<file path="src/rtl/hs_stream_width_upsizer.sv">
// hs_stream_width_upsizer
// Packs RATIO narrow DATA_WIDTH beats from stream a into one wide word on
// stream b. A beat with a_last closes the word early; b_mask marks the lanes
// that carry data. The b side is fully registered. a_rd depends only on the
// output register state, so an accepted beat never waits on a_vld.

module hs_stream_width_upsizer #(
    parameter int DATA_WIDTH = 8,
    parameter int RATIO      = 4
) (
    input  logic                          clk,
    input  logic                          rst,
    input  logic [DATA_WIDTH-1:0]         a_data,
    input  logic                          a_last,
    input  logic                          a_vld,
    output logic                          a_rd,
    output logic [DATA_WIDTH*RATIO-1:0]   b_data,
    output logic [RATIO-1:0]              b_mask,
    output logic                          b_last,
    output logic                          b_vld,
    input  logic                          b_rd
);

    localparam int WW = DATA_WIDTH * RATIO;
    localparam int CW = (RATIO > 1) ? $clog2(RATIO) : 1;
    localparam logic [CW-1:0] LAST_CNT = CW'(RATIO - 1);

    logic [CW-1:0] cnt_r;
    logic [WW-1:0] acc_r;

    logic          accept_s;
    logic          at_end_s;
    logic          complete_s;
    logic [CW-1:0] cnt_inc_s;
    logic [WW-1:0] word_s;
    logic [WW-1:0] acc_nxt_s;
    logic [RATIO-1:0] mask_s;

    // Input is ready whenever the output register is empty or draining this cycle.
    assign a_rd = !rst && (!b_vld || b_rd);

    // Beat classification, next lane index and the word/mask a completing beat would produce.
    always_comb begin
        accept_s  = a_vld && a_rd;
        word_s    = {WW{1'b0}};
        acc_nxt_s = acc_r;
        mask_s    = {RATIO{1'b0}};

        if (cnt_r >= LAST_CNT) begin
            at_end_s  = 1'b1;
            cnt_inc_s = {CW{1'b0}};
        end else begin
            at_end_s  = 1'b0;
            cnt_inc_s = cnt_r + CW'(1);
        end

        complete_s = accept_s && (at_end_s || a_last);

        for (int i = 0; i < RATIO; i++) begin
            if (CW'(i) < cnt_r) begin
                word_s[i*DATA_WIDTH +: DATA_WIDTH] = acc_r[i*DATA_WIDTH +: DATA_WIDTH];
                mask_s[i] = 1'b1;
            end else if (CW'(i) == cnt_r) begin
                word_s[i*DATA_WIDTH +: DATA_WIDTH]    = a_data;
                acc_nxt_s[i*DATA_WIDTH +: DATA_WIDTH] = a_data;
                mask_s[i] = 1'b1;
            end else begin
                word_s[i*DATA_WIDTH +: DATA_WIDTH] = {DATA_WIDTH{1'b0}};
                mask_s[i] = 1'b0;
            end
        end
    end

    // Lane counter and accumulator: fill on plain beats, clear when a word is emitted.
    always_ff @(posedge clk or posedge rst) begin
        if (rst) begin
            cnt_r <= {CW{1'b0}};
            acc_r <= {WW{1'b0}};
        end else if (complete_s) begin
            cnt_r <= {CW{1'b0}};
            acc_r <= {WW{1'b0}};
        end else if (accept_s) begin
            cnt_r <= cnt_inc_s;
            acc_r <= acc_nxt_s;
        end
    end

    // Output register: load on a completing beat, otherwise empty after a b transfer.
    always_ff @(posedge clk or posedge rst) begin
        if (rst) begin
            b_data <= {WW{1'b0}};
            b_mask <= {RATIO{1'b0}};
            b_last <= 1'b0;
            b_vld  <= 1'b0;
        end else if (complete_s) begin
            b_data <= word_s;
            b_mask <= mask_s;
            b_last <= a_last;
            b_vld  <= 1'b1;
        end else if (b_vld && b_rd) begin
            b_vld  <= 1'b0;
        end
    end

endmodule

</file>
<file path="config.mk">
export PLATFORM = sky130hd
export DESIGN_NAME = hs_stream_width_upsizer
export DESIGN_NICKNAME = d
export VERILOG_FILES = /design/src/rtl/hs_stream_width_upsizer.sv
export SDC_FILE = /design/constraint.sdc
export NUM_CORES = 1
export LEC_CHECK = 0
export CORE_MARGIN = 10
export CORE_UTILIZATION = 26
export CTS_BUF_LIST = sky130_fd_sc_hd__clkbuf_8 sky130_fd_sc_hd__clkbuf_16
export DETAILED_ROUTE_END_ITERATION = 12
export GPL_TIMING_DRIVEN = 0
export PLACE_DENSITY_LB_ADDON = 0.05
export SLEW_MARGIN = 20
export SYNTH_ARGS = -nofsm -noshare
export SYNTH_HDL_FRONTEND = slang
export SYNTH_SLANG_ARGS = --single-unit
</file>
<file path="constraint.sdc">
create_clock -name clk -period 2.9 [get_ports clk]
set_clock_uncertainty 0.15 [all_clocks]
set_input_delay 0.435 -clock clk [delete_from_list [all_inputs] [get_ports clk]]
set_output_delay 0.435 -clock clk [all_outputs]
set_load 0.02 [all_outputs]
</file>
**After elaboration in Yosys (flattened, before gate mapping)**

Index checks and enable logic that the tools add are counted.

- Add/subtract/negate cells: 1
- Magnitude comparators: 5
- Eq/ne operators: 7
- Multiplexer cells: 32
- Reductions and logical operators: 19

Operators with widths:

| operator | count |
|---|---|
| 8-bit 2-to-1 mux | 16 |
| 32-bit 2-to-1 mux | 2 |
| 3-bit AND reduction | 4 |
| 2-bit nonzero test | 6 |
| 1-bit 2-to-1 mux | 11 |
| 2-bit != test (second input constant) | 4 |
| 2-bit 2-to-1 mux | 3 |
| 2-bit equality test (first input constant) | 2 |
| 1-bit logical AND | 4 |
| 1-bit by 2-bit < comparator with 1-bit output (first input constant) | 2 |
| 2-bit < comparator (first input constant) | 2 |
| 2-bit by 1-bit adder with 2-bit output (second input constant) | 1 |
| 1-bit by 2-bit equality test with 1-bit output (first input constant) | 1 |
| 2-bit >= comparator (second input constant) | 1 |
| 1-bit logical NOT | 2 |
| 2-bit logical NOT | 1 |
| 1-bit logical OR | 2 |

- Bits in registers: 72
- Input port bits: 13
- Output and inout bits: 39
- Logic and storage cells: 73

**Depth between registers and ports, before layout**

- Word-level depth: 7
- Mapped depth: 8
- Gate-level depth less buffers: 5

**Worst setup path before layout**

Ideal clock, no wire load.

- Kind: flip-flop to flip-flop
- From: reg cnt_r[1]
- To: reg acc_r[10]
- Setup time: 0.121 ns
- Arrival: 1.741 ns
- Data required time: 2.629 ns
- Path slack: 0.888 ns
- Cell stages (with the launch flop): 9
- Buffers on the path: 3
- Clock period less this slack: 2.012 ns
- Cells stage by stage: dfrtp_1 -> clkbuf_1 -> inv_1 -> ha_1 -> nor2b_1 -> buf_2 -> and4_1 -> buf_2 -> a22o_1

- Cells in the longest elaborated chain, start to end: 6
- Elaborated cells on any way between the ends: 11
- Classes of those cells: order compare (2); eq/ne (2); mux (2); reduce/logical (5)

RTL lines:

| item | line | source |
|---|---|---|
| start, declared | 28 | `logic [CW-1:0] cnt_r;` |
| start signal, assigned | 77 | `cnt_r <= {CW{1'b0}};` |
| start signal, assigned | 80 | `cnt_r <= {CW{1'b0}};` |
| start signal, assigned | 83 | `cnt_r <= cnt_inc_s;` |
| 2-bit >= comparator | 49 | `if (cnt_r >= LAST_CNT) begin` |
| 1-bit 2-to-1 mux | 49 |  |
| 1-bit logical OR | 57 | `complete_s = accept_s && (at_end_s \|\| a_last);` |
| 1-bit logical AND | 57 |  |
| 2-bit != test (no line) or 2-bit nonzero test (tied branches) | n/a |  |
| 3-bit AND reduction (no line) | n/a |  |
| end signal, assigned | 78 | `acc_r <= {WW{1'b0}};` |
| end signal, assigned | 81 | `acc_r <= {WW{1'b0}};` |
| end signal, assigned | 84 | `acc_r <= acc_nxt_s;` |
| end, declared | 29 | `logic [WW-1:0] acc_r;` |

Several ways; a longest one is shown, not always the timed one.
A chain may end at the register's enable or synchronous reset.

**Worst setup path after layout**

- From: in b_rd
- To: out a_rd

- Cells in the longest elaborated chain, start to end: 2

RTL lines:

| item | line | source |
|---|---|---|
| start, declared | 21 | `input logic b_rd` |
| 1-bit logical OR | 40 | `assign a_rd = !rst && (!b_vld \|\| b_rd);` |
| 1-bit logical AND | 40 |  |
| end, declared | 16 | `output logic a_rd,` |

Every way passes these cells.

==> results.yml <==
routing:
  first_pass_iters: 4
  via_count: 2074
  vias_per_cell: 4.88
  drt-initial-drc-count: 110
  wl_per_cell_um: 19.5
  drc: 0
  antenna_left: 0
  wl_mm: 8.27
layout:
  final_net_count: 302
  syn2layout_area_growth_pct: 31.8
  diodes: 0
  drive_gt1_frac: 0.163
  finalNonFillerCells: 425
logic_synthesis:
  synth_seq_cells: 64
  ys_top_cells_by_area: "dfrtp_1, a22o_1, mux2_2, mux2i_1, a221o_1"
  syn_nets: 239
  async_flop_share: 1.00
  synth_top_flop_cell: "dfrtp_1"
  yosys_warnings: 0
  synth-edff-count: 0
  syn_inst: 221
  ys_seq_area_frac: 0.567
  ys_types: 35
  yosysMostFrequentCell: "dfrtp_1"
  synthTopCellsByCount: "dfrtp_1, a22o_1"
  yosys.area.top_type: "dfrtp_1"
  syn_area_mm2: 0.00282
  yosysTopAreaCellShare: 0.567
  syn_avg_cell_area_um2: 12.8
critical_path:
  start_kind: "primary input"
  path_delay_family: "buffers and inverters"
  path_class: "in2out"
  r2r_slack_ns: 0.52
  cp_max_fo: 10
  cp_data_arrival_time_ns: 2.14
  crit_slowest_cell: "clkdlybuf4s50_1"
  cp_common_cell: "clkdlybuf4s50_1"
  cp-end-kind: "primary output"
  slowest_delay_ns: 0.54
  crit_required_ns: 2.32
  startpoint: "b_rd"
  worstReg2RegStart: "cnt_r[1]"
  cp_cell_sequence: "clkdlybuf4s50_1 -> nor2b_1 -> buf_2 -> nor2_1 -> clkdlybuf4s50_1"
  cp_num_buf_inv: 3
clocking:
  clock_latency_ns: 0.34
  cts_root_buf: "clkbuf_8"
  cts_tree: "yes"
  clk_path_buf_depth: 2
  cts_buffers: 9
  cts_hold_buf: 0
  cts_sinks: 64
  cts_max_level: 3
  post_cts_resized: 0
  clk_pin_slew_ns: 0.07
  postCtsSetupRepairBufs: 0
die:
  die-width_um: 124
  die_h_um: 124
  fp.dieArea_mm2: 0.0154
  pin_count: 52
  initial_core_util: 0.270
  coreArea_mm2: 0.0105
  placementRows: 37
timing:
  timing.hold.ws_ns: 0.327
  period_minus_slack_ns: 2.72
  rsz0062_at_grt: "no"
  fmax_mhz: 368
  drv_slew: 0
  max_slew_margin: 0.624
  timing.final.ws_setup_ns: 0.180
  timing_worst_slew_pin_value_ns: 0.562
  period_share: 0.938
  hold_viol_final: 0
  finalSetupViolCount: 0
  setup_tns_ns: 0
power:
  power_frac_comb: 0.304
  switching_power_mw: 0.892
  pwr-share-seq: 0.423
  internal-power_mw: 1.85
  power.share.clock: 0.273
  p_total_mw: 2.74
  leakagePower_nw: 1.67
  peakVddDrop_uv: 263
  switching_share: 0.325
  power.density_mw_per_mm2: 737
placed_design:
  place.gp.congestion: 0.747
  place_inst: 409
  io_buffers: 51
  dp_slack_ns: 0.133
  dp_hpwl_mm: 5.68
worst_hold_path:
  hold_path_startpoint: "b_mask[0]"
  hp-class: "reg2reg"
global_route:
  grt_use_total: 0.106
  grt_overflow_total: 0
  grt_pass1_vias: 2278
  grt_max_degree: 53
  antenna_found_initial: 0
  grt_pass1_wl_mm: 13.0
flow_run:
  cap_viol_max_count: 0
status:
  outcome: "complete, no violations"
==> sequential cells by signal, indices dropped and copies added, names as in the netlist <==
register and cells:
b_data 32, b_vld 1, cnt_r 2, b_mask 4
acc_r 24, b_last 1
==> logic make-up after synthesis <==
family / share of synthesized area
AND/OR/NAND/NOR: 0.0833
buffers and inverters: 0.0456
multiplexers: 0.0603
adder cells (fa/ha/maj): 0.0222
flip-flops: 0.567
AO/OA/AOI/OAI: 0.222
==> cell usage in the layout (no fill, tap or decap), types with 8 or more instances in the layout <==
cell,Yosys,layout
mux2_2,8,8
dfrtp_1,64,64
clkdlybuf4s50_1,0,51
a31oi_1,9,9
buf_2,9,9
a21oi_1,9,9
nand2_1,9,9
a22o_1,40,40
clkbuf_8,0,9
mux2i_1,8,8
==> final cells by class <==
type | count | area (µm²)
Clock inverter | 7 | 63.8
Timing Repair Buffer | 52 | 538
Fill cell | 1089 | 6740
Clock buffer | 9 | 124
Buffer | 19 | 114
Tap cell | 136 | 170
Sequential cell | 64 | 1600
Inverter | 4 | 17.5
Multi-Input combinational cell | 134 | 1090
==> path summary, 6_finish.rpt <==
check                        endpoint  cells past startpoint
min                         b_mask[0]                      1
min in group asynchronous  b_data[23]                      2
max                              a_rd                      5
min reg2reg                 b_mask[0]                      1
max reg2reg                  acc_r[8]                      8
max in group asynchronous   b_data[5]                      3
==> power by group through the flow <==
| stage | clock network, mW | logic (mW) | registers [mW] |
|---|---|---|---|
| 2_1_floorplan | 0 | 0.342 | 1.30 |
| 3_3_place_gp | 0 | 0.848 | 1.18 |
| 3_5_place_dp | 0 | 0.853 | 1.18 |
| 4_1_cts | 0.776 | 0.856 | 1.16 |
| 5_1_grt | 0.819 | 0.907 | 1.19 |
| 6_report | 0.749 | 0.833 | 1.16 |
==> stage by stage <==
stage	util	instance area (µm²)
after global routing	0.356	3720
after floorplan	-	2820
after detailed placement	0.338	3530
after CTS	0.356	3720
final	0.356	3720
after global placement	0.335	3500
==> worst register-to-register path, cell delays in order (launching register included) <==
cell and delay (ns):
dfrtp_1 0.39, clkbuf_1 0.42, inv_1 0.16, ha_1 0.20, nor2b_1 0.12, buf_2 0.19
and4_1 0.23, buf_2 0.17, a22o_1 0.24
==> routing by layer <==
layer  vias up  routed length [µm]  GRT usage
li1        969                   -          -
met1      1039                3910      0.137
met2        55                3740      0.158
met3        11                 492     0.0336
met4         0                 127     0.0450
met5         -                   0          0
Power figures use the tool's default switching activity.
